**src/rtl/map_loader_pkg.sv**
```systemverilog
// Shared definitions for the maze map loader: FSM state encoding and
// the ones-counter width helper.
package map_loader_pkg;

    typedef enum logic [1:0] {
        ST_IDLE   = 2'd0,
        ST_LOAD   = 2'd1,
        ST_VERIFY = 2'd2,
        ST_DONE   = 2'd3
    } state_t;

    // Bits needed to count from 0 up to and including `cells`
    function automatic int unsigned cnt_width(input int unsigned cells);
        return $clog2(cells + 1);
    endfunction

endpackage

```
**src/rtl/map_loader_raster_addr_gen.sv**
```systemverilog
// Raster-order cell address generator: x runs fastest, wrapping at
// WIDTH-1 into the next row. One instance is shared by load and verify.
module raster_addr_gen
    import map_loader_pkg::*;
#(
    parameter int unsigned WIDTH  = 16,
    parameter int unsigned HEIGHT = 16,
    parameter int unsigned ADDR_W = 4,
    parameter int unsigned ADDR_H = 4
) (
    input  logic              i_clk,
    input  logic              i_rst,
    input  logic              i_init,
    input  logic              i_step,
    output logic [ADDR_W-1:0] o_x,
    output logic [ADDR_H-1:0] o_y,
    output logic              o_last
);

    localparam logic [ADDR_W-1:0] X_LAST = ADDR_W'(WIDTH - 1);
    localparam logic [ADDR_H-1:0] Y_LAST = ADDR_H'(HEIGHT - 1);

    logic [ADDR_W-1:0] r_x;
    logic [ADDR_H-1:0] r_y;

    // Position register: init returns to (0,0) and wins over step
    always_ff @(posedge i_clk or negedge i_rst) begin
        if (!i_rst) begin
            r_x <= '0;
            r_y <= '0;
        end else if (i_init) begin
            r_x <= '0;
            r_y <= '0;
        end else if (i_step) begin
            if (r_x == X_LAST) begin
                r_x <= '0;
                r_y <= r_y + ADDR_H'(1);
            end else begin
                r_x <= r_x + ADDR_W'(1);
            end
        end
    end

    assign o_x    = r_x;
    assign o_y    = r_y;
    assign o_last = (r_x == X_LAST) && (r_y == Y_LAST);

endmodule

```
**src/rtl/map_loader.sv**
```systemverilog
// Maze map loader: streams serial cells into the map memory in raster
// order, then reads the map back and checks the ones-count.
module map_loader
    import map_loader_pkg::*;
#(
    parameter int unsigned WIDTH  = 16,
    parameter int unsigned HEIGHT = 16,
    parameter int unsigned ADDR_W = 4,
    parameter int unsigned ADDR_H = 4,
    parameter int unsigned CNT_W  = cnt_width(WIDTH * HEIGHT)
) (
    input  logic              i_clk,
    input  logic              i_rst,
    input  logic              i_start,
    input  logic              i_bit_in,
    input  logic              i_bit_valid,
    output logic              o_bit_ready,
    output logic              o_mem_wr,
    output logic              o_mem_rd,
    output logic [ADDR_W-1:0] o_mem_addr_x,
    output logic [ADDR_H-1:0] o_mem_addr_y,
    output logic              o_mem_data_in,
    input  logic              i_mem_data_out,
    output logic              o_busy,
    output logic              o_done,
    output logic              o_error,
    output logic [CNT_W-1:0]  o_ones_count
);

    state_t            r_state;
    logic              r_bit_ready;
    logic              r_mem_rd;
    logic              r_busy;
    logic              r_done;
    logic              r_error;
    logic [CNT_W-1:0]  r_ones_wr;
    logic [CNT_W-1:0]  r_ones_rd;

    logic              w_start_ok;
    logic              w_accept;
    logic              w_step;
    logic              w_init;
    logic              w_last;
    logic [ADDR_W-1:0] w_x;
    logic [ADDR_H-1:0] w_y;

    // Handshake and address-generator control from the registered state
    always_comb begin
        w_start_ok = i_start && ((r_state == ST_IDLE) || (r_state == ST_DONE));
        w_accept   = r_bit_ready && i_bit_valid;
        w_step     = w_accept || r_mem_rd;
        // Rewind on a new load and after the final cell of each pass
        w_init     = w_start_ok || (w_step && w_last);
    end

    raster_addr_gen #(
        .WIDTH  (WIDTH),
        .HEIGHT (HEIGHT),
        .ADDR_W (ADDR_W),
        .ADDR_H (ADDR_H)
    ) u_addr (
        .i_clk  (i_clk),
        .i_rst  (i_rst),
        .i_init (w_init),
        .i_step (w_step),
        .o_x    (w_x),
        .o_y    (w_y),
        .o_last (w_last)
    );

    // Loader FSM with ones counters and registered status outputs
    always_ff @(posedge i_clk or negedge i_rst) begin
        if (!i_rst) begin
            r_state     <= ST_IDLE;
            r_bit_ready <= 1'b0;
            r_mem_rd    <= 1'b0;
            r_busy      <= 1'b0;
            r_done      <= 1'b0;
            r_error     <= 1'b0;
            r_ones_wr   <= '0;
            r_ones_rd   <= '0;
        end else begin
            case (r_state)
                ST_IDLE, ST_DONE: begin
                    if (i_start) begin
                        r_state     <= ST_LOAD;
                        r_bit_ready <= 1'b1;
                        r_busy      <= 1'b1;
                        r_done      <= 1'b0;
                        r_error     <= 1'b0;
                        r_ones_wr   <= '0;
                        r_ones_rd   <= '0;
                    end
                end
                ST_LOAD: begin
                    if (i_bit_valid) begin
                        r_ones_wr <= r_ones_wr + CNT_W'(i_bit_in);
                        if (w_last) begin
                            r_state     <= ST_VERIFY;
                            r_bit_ready <= 1'b0;
                            r_mem_rd    <= 1'b1;
                        end
                    end
                end
                ST_VERIFY: begin
                    r_ones_rd <= r_ones_rd + CNT_W'(i_mem_data_out);
                    if (w_last) begin
                        r_state  <= ST_DONE;
                        r_mem_rd <= 1'b0;
                        r_busy   <= 1'b0;
                        r_done   <= 1'b1;
                        // Fold in the final read, which the counter has not yet absorbed
                        r_error  <= (r_ones_rd + CNT_W'(i_mem_data_out)) != r_ones_wr;
                    end
                end
                default: begin
                    r_state <= ST_IDLE;
                end
            endcase
        end
    end

    assign o_bit_ready   = r_bit_ready;
    assign o_mem_wr      = w_accept;
    assign o_mem_rd      = r_mem_rd;
    assign o_mem_addr_x  = w_x;
    assign o_mem_addr_y  = w_y;
    assign o_mem_data_in = r_bit_ready & i_bit_in;
    assign o_busy        = r_busy;
    assign o_done        = r_done;
    assign o_error       = r_error;
    assign o_ones_count  = r_ones_wr;

endmodule

```
**config.mk**
```make
export PLATFORM = sky130hd
export DESIGN_NAME = map_loader
export DESIGN_NICKNAME = d
export VERILOG_FILES = /design/src/rtl/map_loader_pkg.sv /design/src/rtl/map_loader_raster_addr_gen.sv /design/src/rtl/map_loader.sv
export SDC_FILE = /design/constraint.sdc
export NUM_CORES = 1
export LEC_CHECK = 0
export CORE_UTILIZATION = 30
export DETAILED_ROUTE_END_ITERATION = 7
export SLEW_MARGIN = 0
export SYNTH_ARGS = -nofsm -noshare
export SYNTH_HDL_FRONTEND = slang
export SYNTH_HIERARCHICAL = 1
export SYNTH_SLANG_ARGS = --single-unit
export TNS_END_PERCENT = 30
```
**constraint.sdc**
```tcl
create_clock -name i_clk -period 2.47 [get_ports i_clk]
set_clock_uncertainty 0.15 [all_clocks]
set_input_delay 0.247 -clock i_clk [delete_from_list [all_inputs] [get_ports i_clk]]
set_output_delay 0.247 -clock i_clk [all_outputs]
set_load 0.01 [all_outputs]
```
==> results.sh <==
export IMPL_vias=1940
export IMPL_cp_required_ps=2490
export IMPL_crit_buf_inv=1
export IMPL_crit_family="simple AND/OR/NAND/NOR gates"
export IMPL_tightest_slew_ps=585
export IMPL_dpl_hpwl_mm=3.81
export IMPL_syn_inst=247
export IMPL_wirelength_mm=5.31
export IMPL_crit_chain="inv_1 -> ha_1 -> mux2_2 -> and2_1 -> and4_1 -> xnor2_1 -> nor2_1"
export IMPL_cellLeakagePower_nw=1.12
export IMPL_port_buffers=29
export IMPL_tns_ps=0
export IMPL_overflow=0
export IMPL_yosys_warnings=6
export IMPL_ant_nets=0
export IMPL_max_cap_violations=0
export IMPL_cts_max_path_buffers=2
export IMPL_area_growth_pct=24.8
export IMPL_start_kind="register"
export IMPL_powerDensity_nw_per_um2=801
export IMPL_core_sq_um=6910
export IMPL_wl_met2_mm=2.39
export IMPL_dieArea_sq_um=7590
export IMPL_viasPerCell=5.13
export IMPL_grt_max_degree=34
export IMPL_h_tree_depth=2
export IMPL_dr_max_layer_used="met4"
export IMPL_io_pins=30
export IMPL_antenna_found_initial=0
export IMPL_start_util=0.315
export IMPL_rows=30
export IMPL_netlist_area_sq_um=2170
export IMPL_hp_class="primary input to async pin"
export IMPL_clock_fmax_mhz=473
export IMPL_hold_violations=0
export IMPL_ys_ff_latch=33
export IMPL_min_period_ps=2110
export IMPL_pre_cts_ws_ps=145
export IMPL_multi_input_area_sq_um=1270
export IMPL_worstPathArrival_ps=2130
export IMPL_cts_buffers=5
export IMPL_slew_headroom=0.608
export IMPL_cts_resized=0
export IMPL_drc=0
export IMPL_cp_max_fo=7
export IMPL_end_kind="register"
export IMPL_tritoncts="done"
export IMPL_avgSynthCellArea_sq_um=8.80
export IMPL_dieWidth_um=87.1
export IMPL_drtIter0Drc=172
export IMPL_layout_setup_ws_ps=357
export IMPL_numClockSinks=33
export IMPL_grt_total_usage=0.151
export IMPL_grt_pass1_wl_mm=8.75
export IMPL_ys_types=48
export IMPL_p_total_w=0.00217
export IMPL_wl_met3_um=209
export IMPL_first_pass_iters=4
export IMPL_cts_hold_fix_buffers=0
export IMPL_wl_per_cell_um=14.1
export IMPL_cp_slowest_stage_delay_ps=410
export IMPL_async_reset_ff_frac=1.00
export IMPL_outcome="completed"
export IMPL_final_nets=296
export IMPL_grt_pass1_vias=1746
export IMPL_drt_met1_wl_mm=2.61
export IMPL_num_antenna_cells=0
export IMPL_ir_drop_mv=0.383
export IMPL_num_fill_cells=718
export IMPL_cp_slowest_cell="mux2_2"
export IMPL_clk_pin_slew_ps=80
export IMPL_die_h_um=87.1
export IMPL_worstSkewPairLatency_ps=300
export IMPL_post_cts_buffers=0
export IMPL_path_class="register to register"
export IMPL_grt_setup_unrepaired="false"
export IMPL_synth_edf_count=0
export IMPL_post_route_period_util=0.855
export IMPL_ys_flop_type="dfrtp_1"
export IMPL_place_gp_congestion=0.896
export IMPL_maxSlewViolCount=0
export IMPL_layout_drive_gt1_share=0.0922
export IMPL_ys_seq_area_frac=0.380
export IMPL_cts_root_buf="clkbuf_8"
export IMPL_finalSetupViolCount=0
export IMPL_synth_nets=262
export IMPL_seq_area_sq_um=826
synth_stat cells, types with 2 or more instances:
master    number  area share
a221o_1        2      0.0092
xor2_1         8       0.032
nor2_1        33       0.057
and2_1         3      0.0086
a32o_1         2      0.0092
nand3_1        9       0.021
clkbuf_1       3      0.0052
xnor2_1        8       0.032
or3_1          4       0.012
a31oi_1        5       0.014
a21oi_1       11       0.025
inv_1          7       0.012
buf_1          2      0.0035
nand2_1       27       0.047
ha_1           9       0.052
and3_1         5       0.014
o221ai_1       5       0.020
nor3_1         2      0.0046
and4_1         2      0.0081
nand2b_1       5       0.014
nand4_1        5       0.014
buf_2          3      0.0069
nor2b_1        5       0.014
mux2i_1        7       0.032
dfrtp_1       33        0.38
o21ai_0       20       0.046
path summary, 6_finish.rpt:
kind | start | endpoint | slack (ps) | cells after the start
max in group asynchronous | i_rst | r_ones_rd[2] | 1640 | 2
setup reg to reg | r_state[0] | o_ones_count[7] | 360 | 7
setup / recovery | r_state[0] | o_ones_count[7] | 360 | 7
hold reg to reg | r_ones_rd[0] | r_ones_rd[0] | 350 | 1
min in group i_clk | r_ones_rd[0] | r_ones_rd[0] | 350 | 1
hold / removal | i_rst | u_addr/o_x[1] | 210 | 2
worst reg2reg max path: cells and delay by family, from the launching register on:
kind,cells,cell delay [ps]
adder cells (fa/ha/maj),1,390
XOR/XNOR,1,130
multiplexers,1,410
AND/OR/NAND/NOR,3,450
flip-flops,1,390
buffers and inverters,1,60
cell families (layout without fill, tap and decap cells):
logic type | Yosys count | after routing | synth area share
compound gates | 54 | 54 | 0.163
buf+inv | 17 | 52 | 0.0363
xor+xnor | 17 | 17 | 0.0720
fa+ha+maj | 9 | 9 | 0.0518
flops | 33 | 33 | 0.380
simple gates | 109 | 109 | 0.259
mux | 8 | 8 | 0.0374
sequential cells by signal (all words and copies together), names as in the netlist:
register / cells
u_addr/o_y: 4
o_bit_ready: 1
o_mem_rd: 1
r_ones_rd: 9
o_busy: 1
r_state: 2
o_done: 1
o_ones_count: 9
u_addr/o_x: 4
o_error: 1
area by class of cell:
cell class / instances / area share
multi-input combinational: 197 / 0.468
timing repair buffer: 37 / 0.129
clock buffer: 6 / 0.0305
inverter: 7 / 0.00969
tap: 96 / 0.0443
clock inverter: 2 / 0.0138
sequential: 33 / 0.305
through the flow:
step / util / cell area, sq um / cells / hold WS (ps)
2_1_floorplan: - / 2170 / 247 / -199
3_3_place_gp: 0.375 / 2590 / 370 / 337
3_5_place_dp: 0.375 / 2590 / 370 / 346
4_1_cts: 0.393 / 2710 / 378 / 231
5_1_grt: 0.393 / 2710 / 378 / 268
6_report: 0.393 / 2710 / 378 / 209
power by group:
part           total [W]  leakage [nW]  internal, W  switching, W
sequential      0.000690         0.446     0.000606     0.0000844
combinational   0.000929         0.619     0.000374      0.000554
clock           0.000554        0.0574     0.000328      0.000226
metal layers:
layer | global-route usage | vias up
met3 | 0.0275 | 7
met1 | 0.202 | 939
met4 | 0.0671 | 0
li1 | - | 950
met2 | 0.237 | 44
met5 | 0 | -
cells in the final DEF (no fill, tap or decap), types with 6 or more instances in the layout:
cell type,n
nor2_1,33
dfrtp_1,33
clkdlybuf4s50_1,29
nand2_1,27
o21ai_0,20
a21oi_1,11
nand3_1,9
ha_1,9
xnor2_1,8
xor2_1,8
buf_4,8
inv_1,7
mux2i_1,7
clkbuf_8,6
(Power assumes the default switching activity.)
